**config.mk**
```make
export PLATFORM = sky130hd
export DESIGN_NAME = mips_multicycle_ctrl
export DESIGN_NICKNAME = d
export VERILOG_FILES = /design/src/rtl/mips_multicycle_ctrl.sv
export SDC_FILE = /design/constraint.sdc
export NUM_CORES = 1
export LEC_CHECK = 0
export CAP_MARGIN = 30
export CORE_MARGIN = 3
export CORE_UTILIZATION = 40
export CTS_CLUSTER_SIZE = 20
export DETAILED_ROUTE_END_ITERATION = 12
export PLACE_DENSITY = 0.93
export SKIP_LAST_GASP = 1
export SLEW_MARGIN = 20
export SYNTH_ARGS = -nofsm -noshare
export SYNTH_HDL_FRONTEND = slang
export SYNTH_SLANG_ARGS = --single-unit
```
**constraint.sdc**
```tcl
create_clock -name clk -period 2.6 [get_ports clk]
set_input_delay 0.78 -clock clk [delete_from_list [all_inputs] [get_ports clk]]
set_output_delay 0.78 -clock clk [all_outputs]
set_load 0.005 [all_outputs]
```
**src/rtl/mips_multicycle_ctrl.sv**
```systemverilog
`default_nettype none
// ============================================================================
//  Module      : mips_multicycle_ctrl
//  Description : Multi-cycle sequencing controller for a shared-memory,
//                shared-ALU MIPS datapath. Walks each instruction through
//                fetch/decode/execute/memory/write-back, drives every mux
//                select and write strobe, stalls on mem_ready and traps
//                undefined opcodes.
//  Revision    : 1.0 - initial release
// ============================================================================
module mips_multicycle_ctrl (
    input  logic       clk,
    input  logic       rst_n,
    input  logic [5:0] instr_op,
    input  logic       mem_ready,
    output logic       pcwrite,
    output logic       pcwrite_cond,
    output logic       iord,
    output logic       memread,
    output logic       memwrite,
    output logic       irwrite,
    output logic       memtoreg,
    output logic       regdst,
    output logic       regwrite,
    output logic       alusrca,
    output logic [1:0] alusrcb,
    output logic [1:0] aluop,
    output logic [1:0] pcsource,
    output logic       retire,
    output logic       illegal,
    output logic [3:0] state
);

    localparam logic [5:0] c_OP_RTYPE = 6'b000000;
    localparam logic [5:0] c_OP_LW    = 6'b100011;
    localparam logic [5:0] c_OP_SW    = 6'b101011;
    localparam logic [5:0] c_OP_BEQ   = 6'b000100;
    localparam logic [5:0] c_OP_J     = 6'b000010;

    typedef enum logic [3:0] {
        S_FETCH  = 4'd0,
        S_DECODE = 4'd1,
        S_MEMADR = 4'd2,
        S_MEMRD  = 4'd3,
        S_MEMWB  = 4'd4,
        S_MEMWR  = 4'd5,
        S_EXEC   = 4'd6,
        S_RWB    = 4'd7,
        S_BRANCH = 4'd8,
        S_JUMP   = 4'd9,
        S_TRAP   = 4'd10
    } state_t;

    state_t     r_state;
    state_t     w_next;

    logic       w_pcwrite;
    logic       w_pcwrite_cond;
    logic       w_iord;
    logic       w_memread;
    logic       w_memwrite;
    logic       w_irwrite;
    logic       w_memtoreg;
    logic       w_regdst;
    logic       w_regwrite;
    logic       w_alusrca;
    logic [1:0] w_alusrcb;
    logic [1:0] w_aluop;
    logic [1:0] w_pcsource;
    logic       w_retire;
    logic       w_illegal;

    // State register; reset parks the controller in FETCH.
    always_ff @(posedge clk or negedge rst_n) begin
        if (!rst_n) begin
            r_state <= S_FETCH;
        end else begin
            r_state <= w_next;
        end
    end

    // Next-state and datapath control decode; everything defaults to 0.
    always_comb begin
        w_next         = S_FETCH;
        w_pcwrite      = 1'b0;
        w_pcwrite_cond = 1'b0;
        w_iord         = 1'b0;
        w_memread      = 1'b0;
        w_memwrite     = 1'b0;
        w_irwrite      = 1'b0;
        w_memtoreg     = 1'b0;
        w_regdst       = 1'b0;
        w_regwrite     = 1'b0;
        w_alusrca      = 1'b0;
        w_alusrcb      = 2'b00;
        w_aluop        = 2'b00;
        w_pcsource     = 2'b00;
        w_retire       = 1'b0;
        w_illegal      = 1'b0;

        case (r_state)
            S_FETCH: begin
                w_memread = 1'b1;
                w_alusrcb = 2'b01;
                // IR load and PC+4 only commit once the fetch read lands.
                w_irwrite = mem_ready;
                w_pcwrite = mem_ready;
                w_next    = mem_ready ? S_DECODE : S_FETCH;
            end
            S_DECODE: begin
                w_alusrcb = 2'b11;
                case (instr_op)
                    c_OP_LW,
                    c_OP_SW:    w_next = S_MEMADR;
                    c_OP_RTYPE: w_next = S_EXEC;
                    c_OP_BEQ:   w_next = S_BRANCH;
                    c_OP_J:     w_next = S_JUMP;
                    default:    w_next = S_TRAP;
                endcase
            end
            S_MEMADR: begin
                w_alusrca = 1'b1;
                w_alusrcb = 2'b10;
                w_next    = (instr_op == c_OP_SW) ? S_MEMWR : S_MEMRD;
            end
            S_MEMRD: begin
                w_memread = 1'b1;
                w_iord    = 1'b1;
                w_next    = mem_ready ? S_MEMWB : S_MEMRD;
            end
            S_MEMWB: begin
                w_regwrite = 1'b1;
                w_memtoreg = 1'b1;
                w_retire   = 1'b1;
                w_next     = S_FETCH;
            end
            S_MEMWR: begin
                w_memwrite = 1'b1;
                w_iord     = 1'b1;
                // A store retires in the cycle the write is accepted.
                w_retire   = mem_ready;
                w_next     = mem_ready ? S_FETCH : S_MEMWR;
            end
            S_EXEC: begin
                w_alusrca = 1'b1;
                w_aluop   = 2'b10;
                w_next    = S_RWB;
            end
            S_RWB: begin
                w_regdst   = 1'b1;
                w_regwrite = 1'b1;
                w_retire   = 1'b1;
                w_next     = S_FETCH;
            end
            S_BRANCH: begin
                w_alusrca      = 1'b1;
                w_aluop        = 2'b01;
                w_pcwrite_cond = 1'b1;
                w_pcsource     = 2'b01;
                w_retire       = 1'b1;
                w_next         = S_FETCH;
            end
            S_JUMP: begin
                w_pcwrite  = 1'b1;
                w_pcsource = 2'b10;
                w_retire   = 1'b1;
                w_next     = S_FETCH;
            end
            S_TRAP: begin
                w_illegal = 1'b1;
                w_next    = S_FETCH;
            end
            default: begin
                w_next = S_FETCH;
            end
        endcase
    end

    // Reset holds the state at FETCH, whose decode would otherwise present
    // memread; gating with rst_n keeps every strobe low while reset is held.
    assign pcwrite      = rst_n & w_pcwrite;
    assign pcwrite_cond = rst_n & w_pcwrite_cond;
    assign iord         = rst_n & w_iord;
    assign memread      = rst_n & w_memread;
    assign memwrite     = rst_n & w_memwrite;
    assign irwrite      = rst_n & w_irwrite;
    assign memtoreg     = rst_n & w_memtoreg;
    assign regdst       = rst_n & w_regdst;
    assign regwrite     = rst_n & w_regwrite;
    assign alusrca      = rst_n & w_alusrca;
    assign alusrcb      = {2{rst_n}} & w_alusrcb;
    assign aluop        = {2{rst_n}} & w_aluop;
    assign pcsource     = {2{rst_n}} & w_pcsource;
    assign retire       = rst_n & w_retire;
    assign illegal      = rst_n & w_illegal;
    assign state        = r_state;

endmodule
`default_nettype wire

```
==> flow_summary.ini <==
[run]
cap_violations = 0

[sta]
min_period_ns = 2.45
skew_ns = 0.00257
post-route-period-util_pct = 94.2
setup-tns-final_ns = 0
slew_headroom_pct = 66.2
fin_ws_ns = 0.151
rsz0062_at_grt = false
finalMaxSlewViolations = 0
max_freq_mhz = 408
setup_viol = 0
tightest_slew_ns = 0.500
hold_viol_final = 0

[grt]
grt_pass1_vias = 699
grt_pass1_wl_um = 2980
grt_max_degree = 18
grt_use_total_pct = 21.3
grt_overflow = 0
antenna_found_initial = 0

[critical_path]
endpoint_kind = output pin
critical_path.top_delay_family = buffers and inverters
crit_buf_inv = 4
worstPathMaxFanout = 3
required_ns = 1.82
slowest_stage = buf_4
startpoint_type = primary input
max_stage_delay_ns = 0.19
path_class = in2out
r2r_cells = 3
path_cells = clkbuf_2, buf_4, nand3b_1, buf_4, nor3_4, buf_2
crit_arrival_ns = 1.67
crit_top_cell = buf_4
crit_cells = 6

[die]
die_w_um = 42.9
core_um2 = 1190
die_y_um = 42.9
die_area_um2 = 1840
rows = 12
num_io_pins = 31
start_util_pct = 46.0

[cts]
cts.sink_count = 4
cts_max_path_buffers = 2
htreeDepth = 1
cts_buffers = 3
cts_root_buffer = clkbuf_4
hold_buffers = 0
cts.clk_slew.worst_paths_ns = 0.04
cts_tree = done
clk_latency_ns = 0.23

[synth]
synth_top_area_share_pct = 18.3
avgSynthCellArea_um2 = 6.91
async_reset_ff_share_pct = 100
syn_area_um2 = 546
synth.most_common_cell = nor2_1
synthTopCellsByArea = dfrtp_1, nor2_1, nor2b_1, nand2_1, nand3b_1
yosysWarningCount = 0
yosysTopAreaCell = dfrtp_1
synthDistinctLibCells = 38
postSynthCellCount = 79
synth_ff_type = dfrtp_1
seq_area_frac_synth_pct = 18.3
synth_fp_nets = 88
synth-edff-count = 0
synthTopCellsByCount = nor2_1, nand2_1
ys_ff_latch = 4

[power_and_ir_drop]
ir_worst_vdd_mv = 0.602
seq_power_share_pct = 25.5
switching_share_pct = 45.7
powerDensity_nw_per_um2 = 887
power_leakage_nw = 0.463
p_sw_mw = 0.376
clkPwrFrac_pct = 9.3
share_comb_of_total_power_pct = 65.2
p_int_mw = 0.447
finalPower_mw = 0.824

[route]
drtAntennaViolNets = 0
drt-total-wl_um = 1840
via_per_inst = 5.73
routedWlPerCell_um = 14.1
drc = 0
drt_iter0_markers = 23
drtPass1Iterations = 4
vias = 751

[placement]
dp_hpwl_um = 1340
gp_routability_congestion = 0.800
io_buffers = 30
place_ws_ns = -0.506

[cells_and_area]
utilization_pct = 78.3
layout.nets = 128
largest_reg_flops = 4
drive_above_1_share_pct = 24.8
area_growth_pct = 70.2
insertedDiodeCount = 0

[status]
outcome = finished clean

[worst_hold_path]
holdCritPathClass = in2async
## power by group through the flow
stage	Clock, mW	Combinational [mW]	Sequential (mW)
2_1_floorplan	0	0.357	0.121
3_3_place_gp	0	0.520	0.190
3_5_place_dp	0	0.536	0.196
4_1_cts	0.0777	0.530	0.205
5_1_grt	0.0836	0.591	0.221
6_report	0.0768	0.537	0.210
## final timing paths
path | start | end | slack, ns
min in group clk | state[3] | state[0] | 0.76
setup / recovery | rst_n | pcsource[0] | 0.15
max in group asynchronous | rst_n | state[2] | 1.93
setup reg to reg | state[0] | state[3] | 0.88
hold reg to reg | state[3] | state[0] | 0.76
hold / removal | rst_n | state[0] | 0.57
## logic make-up after synthesis
family                    Yosys count  synth area share (%)
AOI/OAI and AO/OA                  16                  19.7
xor gates and xnor gates            2                  3.21
DFF                                 4                  18.3
and+or+nand+nor                    48                  48.6
muxes                               1                  1.83
buffers and inverters               8                  8.26
## cell usage in the layout, fill, tap and decap left out, types with 2 or more instances in the layout
cell | Yosys | final
buf_4 | 1 | 12
clkbuf_2 | 0 | 2
nand3b_1 | 3 | 3
dfrtp_1 | 4 | 4
nor2_2 | 0 | 2
a21boi_0 | 2 | 2
clkbuf_4 | 0 | 3
a21oi_1 | 4 | 4
nand2b_1 | 3 | 3
dlygate4sd2_1 | 0 | 13
clkdlybuf4s50_1 | 0 | 10
nand2_1 | 6 | 5
nor2b_1 | 4 | 3
nor2_1 | 15 | 13
nor3_1 | 4 | 3
buf_2 | 3 | 3
o21ai_0 | 3 | 3
## worst min-delay path, stage by stage
cell	delay [ns]
clkbuf_2	0.10
buf_4	0.12
buf_4	0.12
## area by class of cell
| cell class | instances | area [µm²] |
|---|---|---|
| inverter | 1 | 3.75 |
| sequential | 4 | 100 |
| fill | 91 | 258 |
| multi-input combinational | 67 | 432 |
| tap | 14 | 17.5 |
| timing repair buffer | 42 | 353 |
| clock buffer | 3 | 22.5 |
## through the flow
| stage | hold WS, ns | std cells | instance area [µm²] |
|---|---|---|---|
| 2_1_floorplan | 0.484 | 79 | 546 |
| 3_3_place_gp | 0.685 | 124 | 882 |
| 3_5_place_dp | 0.690 | 124 | 882 |
| 4_1_cts | 0.717 | 131 | 930 |
| 5_1_grt | 0.583 | 131 | 928 |
| 6_report | 0.570 | 131 | 928 |
## routing by layer
| layer | routed length [µm] | vias up | GRT usage, % |
|---|---|---|---|
| li1 | - | 359 | - |
| met1 | 712 | 356 | 22.8 |
| met2 | 986 | 32 | 38.3 |
| met3 | 104 | 4 | 4.24 |
| met4 | 38 | 0 | 11.4 |
| met5 | 0 | - | 0 |
## timing repair
item / CTS / global route
resized for setup: 34 / 9
setup endpoints to repair: 18 / 8
pin swaps: 5 / 1
setup buffers: 4 / 0
(Power assumes the default switching activity.)
